==> src/rtl/fifo_write_ingress.sv <==
// -----------------------------------------------------------------------------
// fifo_write_ingress
//
// Write-side ingress stage of the asynchronous FIFO, in the write clock domain.
// Producer words enter through a valid/ready handshake into a two-entry skid
// buffer: an output register that feeds write_data, plus one skid register.
// The buffer drives write_inc/write_data into the pointer and memory stages.
// Because in_ready is registered, producer backpressure never depends
// combinationally on write_full.
//
// The stage also reports write-side occupancy and an almost-full flag. Both
// are derived from the Gray write pointer and the synchronized Gray read
// pointer.
//
// Optional feature macro: FIFO_INGRESS_STATS_EN
//   When defined, stall_count counts the cycles in which a word is buffered
//   while write_full is high. The count saturates at 0xFFFF.
//   When undefined, stall_count is tied to zero.
//
// Ports
//   write_clk          in   write-domain clock
//   write_reset_n      in   synchronous, active-low reset
//   in_valid           in   producer data valid
//   in_data            in   producer data [DSIZE]
//   in_ready           out  ingress can accept (registered)
//   write_full         in   registered full flag from the pointer stage
//   write_pointer      in   current write pointer, Gray [SIZE+1]
//   read_pointer_grey  in   synchronized read pointer, Gray [SIZE+1]
//   almost_full_thresh in   almost-full threshold in entries [SIZE+1]
//   write_inc          out  push one word into the FIFO this cycle
//   write_data         out  word written when write_inc is high [DSIZE]
//   write_level        out  occupancy 0..2^SIZE (registered) [SIZE+1]
//   write_almost_full  out  write_level >= almost_full_thresh (registered)
//   stall_count        out  stall statistics [16]
// -----------------------------------------------------------------------------
module fifo_write_ingress #(
    parameter int SIZE  = 4,
    parameter int DSIZE = 8
) (
    input  logic             write_clk,
    input  logic             write_reset_n,
    input  logic             in_valid,
    input  logic [DSIZE-1:0] in_data,
    output logic             in_ready,
    input  logic             write_full,
    input  logic [SIZE:0]    write_pointer,
    input  logic [SIZE:0]    read_pointer_grey,
    input  logic [SIZE:0]    almost_full_thresh,
    output logic             write_inc,
    output logic [DSIZE-1:0] write_data,
    output logic [SIZE:0]    write_level,
    output logic             write_almost_full,
    output logic [15:0]      stall_count
);

    typedef enum logic [1:0] {
        ST_EMPTY = 2'd0,
        ST_ONE   = 2'd1,
        ST_TWO   = 2'd2
    } state_t;

    state_t           state_r;
    logic [DSIZE-1:0] out_data_r;
    logic [DSIZE-1:0] skid_data_r;
    logic             in_ready_r;
    logic [SIZE:0]    level_r;
    logic             almost_full_r;

    logic             accept_s;
    logic             drain_s;
    logic [SIZE:0]    level_nxt_s;
    logic             almost_full_nxt_s;

    // Gray to binary: each binary bit is the XOR of all Gray bits at and above it.
    function automatic logic [SIZE:0] gray_to_bin(input logic [SIZE:0] gray);
        logic [SIZE:0] bin;
        bin[SIZE] = gray[SIZE];
        for (int i = SIZE - 1; i >= 0; i--) begin
            bin[i] = bin[i+1] ^ gray[i];
        end
        return bin;
    endfunction

    // Handshake and drain qualifiers. Drain is allowed only when a word is held
    // and the pointer stage is not full.
    always_comb begin
        accept_s = in_valid & in_ready_r;
        drain_s  = (state_r != ST_EMPTY) & ~write_full;
    end

    assign write_inc  = drain_s;
    assign write_data = out_data_r;
    assign in_ready   = in_ready_r;

    // Skid-buffer state machine. in_ready is registered as "next state is not TWO".
    // In TWO the producer is already blocked, so no accept can occur there.
    always_ff @(posedge write_clk) begin
        if (!write_reset_n) begin
            state_r     <= ST_EMPTY;
            out_data_r  <= {DSIZE{1'b0}};
            skid_data_r <= {DSIZE{1'b0}};
            in_ready_r  <= 1'b0;
        end else begin
            case (state_r)
                ST_EMPTY: begin
                    in_ready_r <= 1'b1;
                    if (accept_s) begin
                        state_r    <= ST_ONE;
                        out_data_r <= in_data;
                    end else begin
                        state_r    <= ST_EMPTY;
                    end
                end
                ST_ONE: begin
                    if (accept_s && drain_s) begin
                        state_r    <= ST_ONE;
                        out_data_r <= in_data;
                        in_ready_r <= 1'b1;
                    end else if (accept_s) begin
                        state_r     <= ST_TWO;
                        skid_data_r <= in_data;
                        in_ready_r  <= 1'b0;
                    end else if (drain_s) begin
                        state_r    <= ST_EMPTY;
                        in_ready_r <= 1'b1;
                    end else begin
                        state_r    <= ST_ONE;
                        in_ready_r <= 1'b1;
                    end
                end
                ST_TWO: begin
                    if (drain_s) begin
                        state_r    <= ST_ONE;
                        out_data_r <= skid_data_r;
                        in_ready_r <= 1'b1;
                    end else begin
                        state_r    <= ST_TWO;
                        in_ready_r <= 1'b0;
                    end
                end
                default: begin
                    state_r    <= ST_EMPTY;
                    in_ready_r <= 1'b0;
                end
            endcase
        end
    end

    // Occupancy from the two pointers. The subtraction wraps modulo 2^(SIZE+1),
    // so the case where the write pointer has wrapped past the read pointer is
    // handled for free.
    always_comb begin
        level_nxt_s       = gray_to_bin(write_pointer) - gray_to_bin(read_pointer_grey);
        almost_full_nxt_s = (level_nxt_s >= almost_full_thresh);
    end

    // Register the level and almost-full outputs.
    always_ff @(posedge write_clk) begin
        if (!write_reset_n) begin
            level_r       <= {(SIZE+1){1'b0}};
            almost_full_r <= 1'b0;
        end else begin
            level_r       <= level_nxt_s;
            almost_full_r <= almost_full_nxt_s;
        end
    end

    assign write_level       = level_r;
    assign write_almost_full = almost_full_r;

`ifdef FIFO_INGRESS_STATS_EN
    logic [15:0] stall_r;

    // Count cycles in which a buffered word is blocked by write_full.
    // The counter saturates rather than wrapping.
    always_ff @(posedge write_clk) begin
        if (!write_reset_n) begin
            stall_r <= 16'd0;
        end else if ((state_r != ST_EMPTY) && write_full && (stall_r != 16'hFFFF)) begin
            stall_r <= stall_r + 16'd1;
        end else begin
            stall_r <= stall_r;
        end
    end

    assign stall_count = stall_r;
`else
    assign stall_count = 16'd0;
`endif

endmodule

==> config.mk <==
export PLATFORM = sky130hd
export DESIGN_NAME = fifo_write_ingress
export DESIGN_NICKNAME = d
export VERILOG_FILES = /design/src/rtl/fifo_write_ingress.sv
export SDC_FILE = /design/constraint.sdc
export NUM_CORES = 1
export LEC_CHECK = 0
export CAP_MARGIN = 20
export CELL_PAD_IN_SITES_DETAIL_PLACEMENT = 0
export CELL_PAD_IN_SITES_GLOBAL_PLACEMENT = 2
export CORE_MARGIN = 2
export CORE_UTILIZATION = 27
export DETAILED_ROUTE_END_ITERATION = 10
export PLACE_DENSITY_LB_ADDON = 0.1
export SYNTH_ARGS = -nofsm -noshare
export SYNTH_HDL_FRONTEND = slang
export SYNTH_SLANG_ARGS = --single-unit
==> constraint.sdc <==
create_clock -name write_clk -period 6 [get_ports write_clk]
set_input_delay 1.2 -clock write_clk [delete_from_list [all_inputs] [get_ports write_clk]]
set_output_delay 1.2 -clock write_clk [all_outputs]
set_load 0.03 [all_outputs]
Yosys cells after proc, flatten, opt, wreduce, memory -nomap -nowiden
Cells that the tools add are included.

Bits in registers: 25. Bits of input ports: 27. Word-level logic and storage cells: 45.

Add/subtract/negate cells: 1. Magnitude comparators: 1. Eq/ne operators: 5. Multiplexer cells: 14. Bitwise logic cells: 12. Reductions and logical operators: 6.

Operator list (number): 8-bit 2-to-1 mux (3); 8-bit one-hot mux with 3 select lines (1); 1-bit XOR (8); 2-bit 2-to-1 mux (3); 2-bit inequality test (second input constant) (3); 2-bit one-hot mux with 3 select lines (1); 5-bit >= comparator (1); 1-bit 2-to-1 mux (5); 5-bit subtractor (1); 4-bit AND reduction (1); 1-bit one-hot mux with 3 select lines (1); 3-bit AND reduction (1); 3-bit nonzero test (1); 1-bit AND (2); 2-bit by 1-bit == test with 1-bit output (second input constant) (1); 2-bit == test (second input constant) (1); 2-bit zero test (1); 1-bit NOT (2); 2-bit nonzero test (1); 1-bit logical AND (1).

Depth between registers and ports, before layout
Gate-level depths: netlist of run 1.

Depth in word-level cells: 6. Mapped depth: 15. Depth with buffers taken out: 15.

Worst setup path before layout of run 1
Ideal clock, no wire load.

Kind: input-to-reg. Start: input port write_pointer[3]. End: register almost_full_r (netlist: write_almost_full). Setup time: 0.071 ns. Data arrival time: 3.547 ns. Path slack: 2.382 ns. Stages on the path: 15. Path through: xor2_2 xnor2_2 xor2_2 xor2_1 ha_1 fa_1 nor2b_1 o21ai_0 a21oi_1 nor2b_1 ha_1 nand4_1 a21oi_1 nor2_1 a21oi_1.

Longest elaborated chain between the ends: 6.

RTL lines: start, declared (line 46) `input logic [SIZE:0] write_pointer,`; 1-bit XOR (*) (line 79) `bin[i] = bin[i+1] ^ gray[i];`; 1-bit XOR (3 in series) (line 79); 5-bit subtractor (*) (line 153) `level_nxt_s = gray_to_bin(write_pointer) - gray_to_bin(read_pointer_grey);`; via level_nxt_s[4] (line 71) `logic [SIZE:0] level_nxt_s;`; 5-bit >= comparator (*) (line 154) `almost_full_nxt_s = (level_nxt_s >= almost_full_thresh);`; end signal, assigned (line 164) `almost_full_r <= almost_full_nxt_s;`; end, declared (line 67) `logic almost_full_r;`.

Mark *: on every way through the listed nets, which the timed path passes. The rest lies on a longest branch. A chain may end at the register's enable or synchronous reset.

Worst setup path in the final report of run 1
Start: input port write_pointer[4]. End: register almost_full_r (netlist: write_almost_full).

Longest elaborated chain between the ends: 6.

RTL lines (line): 1-bit XOR (4 in series) (79); 5-bit subtractor (*) (153); via level_nxt_s[4] (71); 5-bit >= comparator (*) (154).

Marked as above.

==> insert_results.sql, run 1 <==
INSERT INTO impl_metrics (metric_group, metric, value, unit) VALUES
('status', 'status', 'complete, no violations', ''),
('detailed_routing', 'num_vias', '1111', ''),
('clock_tree', 'ctsHtreeMaxLevel', '1', ''),
('sta', 'grt_setup_unrepaired', 'false', ''),
('clock_tree', 'cts_inserted_buffers', '3', ''),
('final_layout', 'regArea', '500', 'um2'),
('final_layout', 'drive_above_1_share', '0.0746', ''),
('setup_path', 'critical_path.startpoint_type', 'input port', ''),
('synth', 'syn_inst', '162', ''),
('synth', 'synth_enable_flop_cells', '0', ''),
('sta', 'max_freq', '244', 'MHz'),
('pwr', 'power-per-cell-area', '267', 'nW/um2'),
('setup_path', 'critical_path.max_stage_delay', '0.53', 'ns'),
('place', 'routabilityCongestion', '0.703', ''),
('clock_tree', 'cts.root.buffer_cell', 'clkbuf_8', ''),
('detailed_routing', 'first_iter_violations', '27', ''),
('floorplanning', 'die_width', '79.5', 'um'),
('place', 'portBuffers', '42', ''),
('global_routing', 'grtUsageMet2', '0.166', ''),
('detailed_routing', 'via_per_inst', '4.07', ''),
('sta', 'final-setup-viol-count', '0', ''),
('setup_path', 'worstSetupPathType', 'input port to register', ''),
('floorplanning', 'starting_utilization_of_the_core_area', '0.280', ''),
('clock_tree', 'path_clk_slew', '0.09', 'ns'),
('detailed_routing', 'drt-wirelength-per-cell', '10.9', 'um'),
('final_layout', 'num_antenna_cells', '0', ''),
('floorplanning', 'core_area', '5510', 'um2'),
('clock_tree', 'clk_latency', '0.27', 'ns'),
('detailed_routing', 'drcViolationCount', '0', ''),
('sta', 'timing_max_transition_violations_final', '0', ''),
('sta', 'final-hold-violation-count', '0', ''),
('global_routing', 'vias_in_the_first_global_route', '1085', ''),
('clock_tree', 'postCtsResizedCells', '0', ''),
('detailed_routing', 'route.final.wire_length', '2.99', 'mm'),
('synth', 'synth_sequential_area_ratio', '0.325', ''),
('synth', 'synthFlopType', 'dfxtp_1', ''),
('final_layout', 'multi_input_area', '887', 'um2'),
('sta', 'setup_slack', '1.90', 'ns'),
('global_routing', 'grt_antenna_before_repair', '0', ''),
('setup_path', 'cp_top_family', 'adder cells', ''),
('global_routing', 'grt_pass1_wl', '4.87', 'mm'),
('setup_path', 'timing.critical_path.to_type', 'register', ''),
('sta', 'final_min_period_over_clock_period', '0.683', ''),
('sta', 'total_negative_setup_slacks', '0', 'ns'),
('setup_path', 'cp_cell_sequence', 'clkdlybuf4s50_1 -> xor2_2 -> xnor2_2 -> xor2_2 -> xor2_1 -> ha_1 -> fa_1 -> nor2b_1 -> o21ai_0 -> a21oi_1 -> nor2b_1 -> ha_1 -> nand4_1 -> a21oi_1 -> nor2_1 -> a21oi_1', ''),
('floorplanning', 'top_level_ports', '59', ''),
('pwr', 'sw_frac_of_total', '0.365', ''),
('setup_path', 'worstPathMaxFanout', '3', ''),
('floorplanning', 'rows', '27', ''),
('detailed_routing', 'drtAntennaViolNets', '0', ''),
('sta', 'tightestPinTransition', '0.793', 'ns'),
('global_routing', 'total_overflow_reported_by_the_global_router', '0', ''),
('clock_tree', 'tritoncts', 'built', ''),
('pwr', 'clock_power_share', '0.190', ''),
('flow_run', 'max_cap_check_violation_count', '0', ''),
('place', 'hpwl', '2.40', 'mm'),
('global_routing', 'maximum_number_of_pins_on_one_net_before_global_route_repair', '24', ''),
('synth', 'synthesis.area_per_instance', '9.51', 'um2'),
('final_layout', 'fill_cells', '571', ''),
('pwr', 'power.static_leakage', '0.935', 'nW'),
('clock_tree', 'cts_hold_buffers', '0', ''),
('clock_tree', 'tritoncts_num_sinks', '25', ''),
('detailed_routing', 'first_pass_iters', '4', ''),
('place', 'pre_cts_slack', '1.61', 'ns'),
('final_layout', 'final_cell_mix', 'clkdlybuf4s50_1, dfxtp_1, nor2_1', ''),
('setup_path', 'critical_path_buf_inv_count', '1', ''),
('sta', 'finalClockSkew', '0.0103', 'ns'),
('worst_hold_path', 'hp-class', 'register to register', ''),
('pwr', 'seq_power_share', '0.363', ''),
('setup_path', 'cp_data_required_time', '6.20', 'ns'),
('synth', 'ys_warn_count', '0', '');
[path summary, 6_finish.rpt]
kind / from / endpoint / slack (ns) / depth (start not counted)
setup / recovery: write_pointer[4] / write_almost_full$_SDFF_PN0_ / 1.90 / 16
hold / removal: skid_data_r[1]$_SDFFE_PN0P_ / skid_data_r[1]$_SDFFE_PN0P_ / 0.50 / 2
hold reg to reg: skid_data_r[1]$_SDFFE_PN0P_ / skid_data_r[1]$_SDFFE_PN0P_ / 0.50 / 2
setup reg to reg: state_r[0]$_SDFF_PN0_ / skid_data_r[0]$_SDFFE_PN0P_ / 4.02 / 6
[cell type report]
type | count | area share
clock buffers | 3 | 0.0207
clock inverters | 1 | 0.00376
inverters | 13 | 0.0245
multi-input cells | 117 | 0.445
flip-flops and latches | 25 | 0.251
well taps | 72 | 0.0451
repair buffers | 42 | 0.211
[power by group through the flow]
stage          registers [mW]  clock network (mW)  logic, mW
2_1_floorplan           0.232                   0      0.134
5_1_grt                 0.197               0.112      0.263
3_3_place_gp            0.198                   0      0.240
6_report                0.194               0.101      0.238
3_5_place_dp            0.198                   0      0.240
4_1_cts                 0.194               0.107      0.242
[registers in the layout (all words and copies together) (netlist names)]
name and count:
write_level 5, in_ready 1, skid_data_r 8, write_almost_full 1
write_data 8, state_r 2
[kinds of logic after synthesis]
kind of cell / after synthesis / synth area share
flops: 25 / 0.325
simple gates: 38 / 0.126
xor+xnor: 11 / 0.0918
fa+ha+maj: 12 / 0.102
buf+inv: 35 / 0.136
compound gates: 23 / 0.106
mux: 17 / 0.110
other cells: 1 / 0.00243
[synthesized netlist by cell type, types with 2 or more instances]
library cell / instances / share of area
buf_6: 2 / 0.015
mux2i_1: 17 / 0.11
a21oi_1: 9 / 0.029
a211oi_2: 2 / 0.016
nor2b_1: 3 / 0.012
nand3b_1: 2 / 0.0097
xor2_2: 4 / 0.042
nor2_1: 23 / 0.056
a211oi_1: 7 / 0.034
xor2_1: 2 / 0.011
inv_1: 13 / 0.032
buf_2: 2 / 0.0065
and2_1: 2 / 0.0081
o21ai_0: 2 / 0.0065
buf_4: 16 / 0.078
xnor2_2: 2 / 0.021
xnor2_1: 3 / 0.017
dfxtp_1: 25 / 0.32
ha_1: 11 / 0.089
nand2b_1: 2 / 0.0081
[through the flow]
| step | power, mW | cell area, um2 | util | hold slack, ns | cells |
|---|---|---|---|---|---|
| 4_1_cts | 0.543 | 2000 | 0.362 | 0.507 | 273 |
| 3_3_place_gp | 0.438 | 1950 | 0.354 | 0.473 | 269 |
| 6_report | 0.533 | 2000 | 0.362 | 0.503 | 273 |
| 5_1_grt | 0.572 | 2000 | 0.362 | 0.532 | 273 |
| 2_1_floorplan | 0.366 | 1600 | - | 0.463 | 177 |
| 3_5_place_dp | 0.439 | 1950 | 0.354 | 0.488 | 269 |
[worst min-delay path, delay by kind of cell (launching register included)]
kind | cells | cell delay (ns)
AND/OR/NAND/NOR | 1 | 0.07
multiplexers | 1 | 0.07
flip-flops | 1 | 0.33
[layer usage]
| layer | vias to the layer above | wire length, um |
|---|---|---|
| li1 | 577 | - |
| met1 | 496 | 1370 |
| met2 | 36 | 1410 |
| met3 | 2 | 185 |
| met4 | 0 | 24 |
| met5 | - | 0 |
(Power assumes the default switching activity.)
==> run 2, diff against run 1 <==
--- a/config.mk
+++ b/config.mk
@@ -9,7 +9,7 @@
 export CELL_PAD_IN_SITES_DETAIL_PLACEMENT = 0
 export CELL_PAD_IN_SITES_GLOBAL_PLACEMENT = 2
 export CORE_MARGIN = 2
-export CORE_UTILIZATION = 27
+export CORE_UTILIZATION = 25
 export DETAILED_ROUTE_END_ITERATION = 10
 export PLACE_DENSITY_LB_ADDON = 0.1
 export SYNTH_ARGS = -nofsm -noshare
==> constraint.sdc (replaced) <==
create_clock -name write_clk -period 4 [get_ports write_clk]
set_input_delay 0.8 -clock write_clk [delete_from_list [all_inputs] [get_ports write_clk]]
set_output_delay 0.8 -clock write_clk [all_outputs]
set_load 0.03 [all_outputs]
==> insert_results.sql, run 2 (synthesis results as in run 1) <==
INSERT INTO impl_metrics (metric_group, metric, value, unit) VALUES
('place', 'hpwl', '2.44', 'mm'),
('setup_path', 'cp_data_required_time', '4.20', 'ns'),
('floorplanning', 'dieArea', '6800', 'um2'),
('final_layout', 'multi_input_area', '887', 'um2'),
('setup_path', 'worst_r2r_startpoint', 'state_r[0]$_SDFF_PN0_', ''),
('setup_path', 'cp_top_family', 'adder cells', ''),
('clock_tree', 'tritoncts_num_sinks', '25', ''),
('setup_path', 'critical_path_buf_inv_count', '1', ''),
('floorplanning', 'starting_utilization_of_the_core_area', '0.260', ''),
('clock_tree', 'path_clk_slew', '0.10', 'ns'),
('setup_path', 'end_of_the_worst_register_to_register_path', 'write_data[0]$_SDFFE_PN0P_', ''),
('sta', 'final-hold-violation-count', '0', ''),
('final_layout', 'mostFrequentLayoutCell', 'clkdlybuf4s50_1', ''),
('detailed_routing', 'first_iter_violations', '26', ''),
('final_layout', 'final_area', '2010', 'um2'),
('sta', 'tightestPinTransition', '0.764', 'ns'),
('setup_path', 'critical_path.startpoint_type', 'input port', ''),
('floorplanning', 'top_level_ports', '59', ''),
('final_layout', 'num_antenna_cells', '0', ''),
('sta', 'timing_max_transition_violations_final', '0', ''),
('pwr', 'sw_frac_of_total', '0.370', ''),
('floorplanning', 'rows', '28', ''),
('pwr', 'combinationalPowerShare', '0.443', ''),
('floorplanning', 'die_width', '82.5', 'um'),
('detailed_routing', 'drcViolationCount', '0', ''),
('detailed_routing', 'num_vias', '1100', ''),
('setup_path', 'timing.critical_path.to_type', 'register', ''),
('sta', 'max_freq', '275', 'MHz'),
('sta', 'slew_headroom', '0.490', ''),
('pwr', 'ir_drop', '0.000162', 'V'),
('flow_run', 'max_cap_check_violation_count', '0', ''),
('global_routing', 'vias_in_the_first_global_route', '1051', ''),
('sta', 'final-setup-viol-count', '0', ''),
('clock_tree', 'clk_path_buf_depth', '2', ''),
('final_layout', 'flow.area_growth_from_synthesis', '30.4', '%'),
('worst_hold_path', 'hold_path_startpoint', 'write_data[3]$_SDFFE_PN0P_', ''),
('floorplanning', 'dieHeight', '82.5', 'um'),
('setup_path', 'path_depth', '16', ''),
('setup_path', 'critical_path.slowest_cell', 'clkdlybuf4s50_1', ''),
('setup_path', 'critical_path.max_stage_delay', '0.46', 'ns'),
('pwr', 'total_power', '0.815', 'mW'),
('place', 'portBuffers', '42', ''),
('sta', 'finalClockSkew', '0.00204', 'ns'),
('global_routing', 'grt_pass1_wl', '4.83', 'mm'),
('floorplanning', 'core_area', '5920', 'um2'),
('sta', 'grt_setup_unrepaired', 'false', ''),
('setup_path', 'worstPathMaxFanout', '3', ''),
('setup_path', 'cp-startpoint', 'read_pointer_grey[4]', ''),
('clock_tree', 'tritoncts', 'built', ''),
('pwr', 'power-per-cell-area', '406', 'nW/um2'),
('setup_path', 'reg2reg_slack', '2.01', 'ns'),
('final_layout', 'final_cell_mix', 'clkdlybuf4s50_1, dfxtp_1, nor2_1', ''),
('detailed_routing', 'via_per_inst', '3.97', ''),
('detailed_routing', 'drt-wirelength-per-cell', '10.9', 'um'),
('detailed_routing', 'route.final.wire_length', '3.02', 'mm'),
('pwr', 'seq_power_share', '0.356', ''),
('final_layout', 'fill_cells', '608', ''),
('clock_tree', 'clk_latency', '0.27', 'ns'),
('final_layout', 'regArea', '500', 'um2'),
('sta', 'final_min_period_over_clock_period', '0.909', ''),
('clock_tree', 'cts.root.buffer_cell', 'clkbuf_8', ''),
('final_layout', 'drive_above_1_share', '0.0792', ''),
('global_routing', 'total_overflow_reported_by_the_global_router', '0', ''),
('setup_path', 'timing.critical_path.to', 'write_almost_full$_SDFF_PN0_', ''),
('global_routing', 'global_route.usage.total', '0.0944', ''),
('detailed_routing', 'first_pass_iters', '3', ''),
('place', 'placement_cell_area', '1950', 'um2'),
('place', 'routabilityCongestion', '0.754', ''),
('clock_tree', 'postCtsResizedCells', '0', ''),
('pwr', 'power_switching', '0.301', 'mW'),
('setup_path', 'critPathMostFrequentCell', 'a21oi_1', ''),
('final_layout', 'final_nets', '242', ''),
('sta', 'period_minus_slack', '3.64', 'ns'),
('setup_path', 'critPathArrivalTime', '3.84', 'ns'),
('clock_tree', 'ctsHtreeMaxLevel', '1', ''),
('global_routing', 'maximum_number_of_pins_on_one_net_before_global_route_repair', '24', ''),
('pwr', 'clock_power_share', '0.201', ''),
('setup_path', 'cp_cell_sequence', 'clkdlybuf4s50_1 -> xnor2_2 -> xor2_2 -> xor2_2 -> xnor2_1 -> ha_1 -> fa_1 -> nor2b_1 -> o21ai_0 -> a21oi_1 -> nor2b_1 -> ha_1 -> nand4_1 -> a21oi_1 -> nor2_1 -> a21oi_1', ''),
('setup_path', 'worstRegToRegCells', '8', ''),
('sta', 'worst_hold_slack', '0.503', 'ns'),
('detailed_routing', 'drtAntennaViolNets', '0', ''),
('pwr', 'power.static_leakage', '0.944', 'nW'),
('worst_hold_path', 'hp-class', 'register to register', ''),
('setup_path', 'worstSetupPathType', 'input port to register', ''),
('status', 'status', 'complete, no violations', ''),
('clock_tree', 'cts_inserted_buffers', '3', ''),
('global_routing', 'grt_antenna_before_repair', '0', ''),
('pwr', 'power.internal', '0.514', 'mW');
## run 2: cell type report
cell class                      count  share of cell area
Multi-Input combinational cell    117               0.442
Sequential cell                    25               0.249
Timing Repair Buffer               43               0.213
Tap cell                           75              0.0467
Inverter                           13              0.0243
Clock buffer                        3              0.0206
Clock inverter                      1             0.00436
## run 2: metrics by stage
stage / utilization / cells / setup WS, ns / TNS, ns
floorplan: - / 177 / 0.782 / 0
global placement: 0.329 / 272 / 0.112 / 0
detailed placement: 0.329 / 272 / -0.0195 / -0.0195
CTS: 0.338 / 276 / 0.264 / 0
global route: 0.339 / 277 / 0.0639 / 0
finish: 0.339 / 277 / 0.363 / 0
## run 2: power by group through the flow
stage                     combinational, mW  clock (mW)  sequential [mW]
after CTS                             0.364       0.172            0.290
after global routing                  0.406       0.181            0.293
after floorplan                       0.201           0            0.348
after detailed placement              0.363           0            0.297
final                                 0.361       0.164            0.290
after global placement                0.360           0            0.295
## run 2: worst min-delay path by stage
stage / slack (ns) / depth (start not counted) / end
after floorplan: 0.46 / 2 / skid_data_r[0]$_SDFFE_PN0P_
after global placement: 0.48 / 2 / skid_data_r[5]$_SDFFE_PN0P_
after detailed placement: 0.49 / 2 / skid_data_r[5]$_SDFFE_PN0P_
after CTS: 0.51 / 2 / write_data[3]$_SDFFE_PN0P_
after global routing: 0.53 / 2 / write_data[3]$_SDFFE_PN0P_
final: 0.50 / 2 / write_data[3]$_SDFFE_PN0P_
## run 2: worst reg2reg max path: stages, from the launching register on
cell and delay (ns):
dfxtp_1 0.50, nor2_1 0.06, or2_2 0.30, inv_1 0.09, ha_1 0.14, a21oi_1 0.10, a21oi_4 0.42, nor2_1 0.08
a211oi_1 0.21
## run 2: per-layer routing
| metal | vias to the layer above | GRT usage | part of all wire |
|---|---|---|---|
| li1 | 577 | - | - |
| met1 | 482 | 0.128 | 0.48 |
| met2 | 37 | 0.142 | 0.45 |
| met5 | - | 0 | 0 |
| met3 | 4 | 0.0141 | 0.044 |
| met4 | 0 | 0.0541 | 0.023 |
## run 2: repair_timing
action	4_1_cts	5_1_grt
hold buffers	0	0
buffers inserted	0	1
endpoints found under the setup margin	0	1
==> run 3, diff against run 2 <==
--- a/config.mk
+++ b/config.mk
@@ -10,6 +10,7 @@
 export CELL_PAD_IN_SITES_GLOBAL_PLACEMENT = 2
 export CORE_MARGIN = 2
 export CORE_UTILIZATION = 25
+export CTS_BUF_LIST = sky130_fd_sc_hd__clkbuf_16
 export DETAILED_ROUTE_END_ITERATION = 10
 export PLACE_DENSITY_LB_ADDON = 0.1
 export SYNTH_ARGS = -nofsm -noshare
==> insert_results.sql, run 3 (synthesis results as in run 1) <==
INSERT INTO impl_metrics (metric_group, metric, value, unit) VALUES
('status', 'status', 'complete, no violations', ''),
('final_layout', 'drive_above_1_share', '0.0792', ''),
('detailed_routing', 'route.final.wire_length', '3.03', 'mm'),
('final_layout', 'final_nets', '242', ''),
('floorplanning', 'rows', '28', ''),
('detailed_routing', 'drtAntennaViolNets', '0', ''),
('place', 'placed_cells', '272', ''),
('global_routing', 'global_route.usage.total', '0.0942', ''),
('clock_tree', 'cts.root.buffer_cell', 'clkbuf_16', ''),
('setup_path', 'critical_path.slowest_cell', 'clkdlybuf4s50_1', ''),
('clock_tree', 'post_cts.repair.setup_buffers', '0', ''),
('detailed_routing', 'num_vias', '1097', ''),
('place', 'routabilityCongestion', '0.754', ''),
('detailed_routing', 'first_pass_iters', '3', ''),
('sta', 'final-setup-viol-count', '0', ''),
('sta', 'max_freq', '274', 'MHz'),
('global_routing', 'grt_antenna_before_repair', '0', ''),
('sta', 'final-hold-violation-count', '0', ''),
('final_layout', 'fill_cells', '604', ''),
('pwr', 'power.static_leakage', '0.959', 'nW'),
('setup_path', 'worstPathMaxFanout', '3', ''),
('final_layout', 'fin_cells', '277', ''),
('detailed_routing', 'via_per_inst', '3.96', ''),
('floorplanning', 'top_level_ports', '59', ''),
('global_routing', 'vias_in_the_first_global_route', '1049', ''),
('detailed_routing', 'drcViolationCount', '0', ''),
('setup_path', 'worst_r2r_startpoint', 'state_r[0]$_SDFF_PN0_', ''),
('sta', 'final_min_period_over_clock_period', '0.913', ''),
('place', 'hpwl', '2.44', 'mm'),
('final_layout', 'mostFrequentLayoutCell', 'clkdlybuf4s50_1', ''),
('sta', 'period_minus_slack', '3.65', 'ns'),
('floorplanning', 'starting_utilization_of_the_core_area', '0.260', ''),
('final_layout', 'flow.area_growth_from_synthesis', '32.6', '%'),
('sta', 'slew_headroom', '0.491', ''),
('clock_tree', 'cts_hold_buffers', '0', ''),
('clock_tree', 'path_clk_slew', '0.07', 'ns'),
('clock_tree', 'clk_latency', '0.26', 'ns'),
('setup_path', 'critical_path.startpoint_type', 'input port', ''),
('place', 'portBuffers', '42', ''),
('flow_run', 'max_cap_check_violation_count', '0', ''),
('global_routing', 'grt_pass1_wl', '4.83', 'mm'),
('worst_hold_path', 'hp-class', 'register to register', ''),
('final_layout', 'final_cell_mix', 'clkdlybuf4s50_1, dfxtp_1, nor2_1', ''),
('pwr', 'ir_drop', '0.000183', 'V'),
('clock_tree', 'tritoncts', 'built', ''),
('setup_path', 'critical_path.max_stage_delay', '0.46', 'ns'),
('setup_path', 'critPathArrivalTime', '3.84', 'ns'),
('setup_path', 'timing.critical_path.to_type', 'register', ''),
('pwr', 'power-per-cell-area', '434', 'nW/um2'),
('setup_path', 'cp_cell_sequence', 'clkdlybuf4s50_1 -> xnor2_2 -> xor2_2 -> xor2_2 -> xnor2_1 -> ha_1 -> fa_1 -> nor2b_1 -> o21ai_0 -> a21oi_1 -> nor2b_1 -> ha_1 -> nand4_1 -> a21oi_1 -> nor2_1 -> a21oi_1', ''),
('detailed_routing', 'first_iter_violations', '19', ''),
('global_routing', 'maximum_number_of_pins_on_one_net_before_global_route_repair', '24', ''),
('clock_tree', 'postCtsResizedCells', '0', ''),
('detailed_routing', 'drt-wirelength-per-cell', '10.9', 'um'),
('sta', 'tightestPinTransition', '0.763', 'ns'),
('worst_hold_path', 'hold_path_startpoint', 'write_data[3]$_SDFFE_PN0P_', ''),
('clock_tree', 'ctsHtreeMaxLevel', '1', ''),
('clock_tree', 'clk_path_buf_depth', '2', ''),
('global_routing', 'total_overflow_reported_by_the_global_router', '0', ''),
('pwr', 'total_power', '0.887', 'mW'),
('sta', 'timing_max_transition_violations_final', '0', ''),
('clock_tree', 'cts_inserted_buffers', '3', ''),
('setup_path', 'cp-startpoint', 'read_pointer_grey[4]', ''),
('setup_path', 'worstSetupPathType', 'input port to register', ''),
('floorplanning', 'dieHeight', '82.5', 'um'),
('final_layout', 'num_antenna_cells', '0', ''),
('sta', 'finalClockSkew', '0.00266', 'ns'),
('clock_tree', 'tritoncts_num_sinks', '25', ''),
('floorplanning', 'core_area', '5920', 'um2'),
('sta', 'grt_setup_unrepaired', 'false', ''),
('floorplanning', 'die_width', '82.5', 'um'),
('setup_path', 'critPathMostFrequentCell', 'a21oi_1', ''),
('setup_path', 'cp_data_required_time', '4.18', 'ns'),
('floorplanning', 'dieArea', '6800', 'um2');
-- run 3: cell types whose count changed in the layout (fill, tap and decap cells not counted) --
| cell | before | now |
|---|---|---|
| clkbuf_16 | 0 | 3 |
| clkbuf_8 | 3 | 0 |
-- run 3: worst paths after layout --
path                                       end  slack [ns]  cells past startpoint
hold / removal      write_data[3]$_SDFFE_PN0P_        0.50                      2
hold reg to reg     write_data[3]$_SDFFE_PN0P_        0.50                      2
setup reg to reg    write_data[0]$_SDFFE_PN0P_        2.02                      8
setup / recovery  write_almost_full$_SDFF_PN0_        0.35                     16
-- run 3: cell type report --
cell class / count / area [um2] / area share
multi-input cells: 117 / 887 / 0.434
repair buffers: 43 / 428 / 0.210
inverters: 13 / 48.8 / 0.0239
clock buffers: 3 / 75.1 / 0.0368
flip-flops and latches: 25 / 500 / 0.245
well taps: 75 / 93.8 / 0.0460
clock inverters: 1 / 8.76 / 0.00429
-- run 3: report_power, final --
part	internal, mW	switching [mW]
clock network	0.138	0.0977
registers	0.278	0.0119
logic	0.162	0.199
total	0.579	0.308
-- run 3: through the flow --
stage | instance area (um2) | worst slack (ns) | TNS (ns) | util | hold WS [ns]
5_1_grt | 2040 | 0.0387 | 0 | 0.345 | 0.528
6_report | 2040 | 0.347 | 0 | 0.345 | 0.498
3_3_place_gp | 1950 | 0.112 | 0 | 0.329 | 0.475
3_5_place_dp | 1950 | -0.0195 | -0.0195 | 0.329 | 0.485
2_1_floorplan | 1600 | 0.782 | 0 | - | 0.463
4_1_cts | 2030 | 0.246 | 0 | 0.344 | 0.502
-- run 3: worst max-delay path, delay by kind of cell --
family | cells | cell delay, ns
and+or+nand+nor | 4 | 0.34
xor gates and xnor gates | 4 | 0.78
buffers and inverters | 1 | 0.46
adders and majority gates | 3 | 0.90
AOI/OAI and AO/OA | 4 | 0.55
-- run 3: layer usage --
layer | share of wire | wire (um) | global-route usage | vias up
li1 | - | - | - | 577
met1 | 0.48 | 1450 | 0.128 | 479
met2 | 0.46 | 1380 | 0.141 | 37
met3 | 0.044 | 134 | 0.0141 | 4
met4 | 0.020 | 60 | 0.0541 | 0
met5 | 0 | 0 | 0 | -
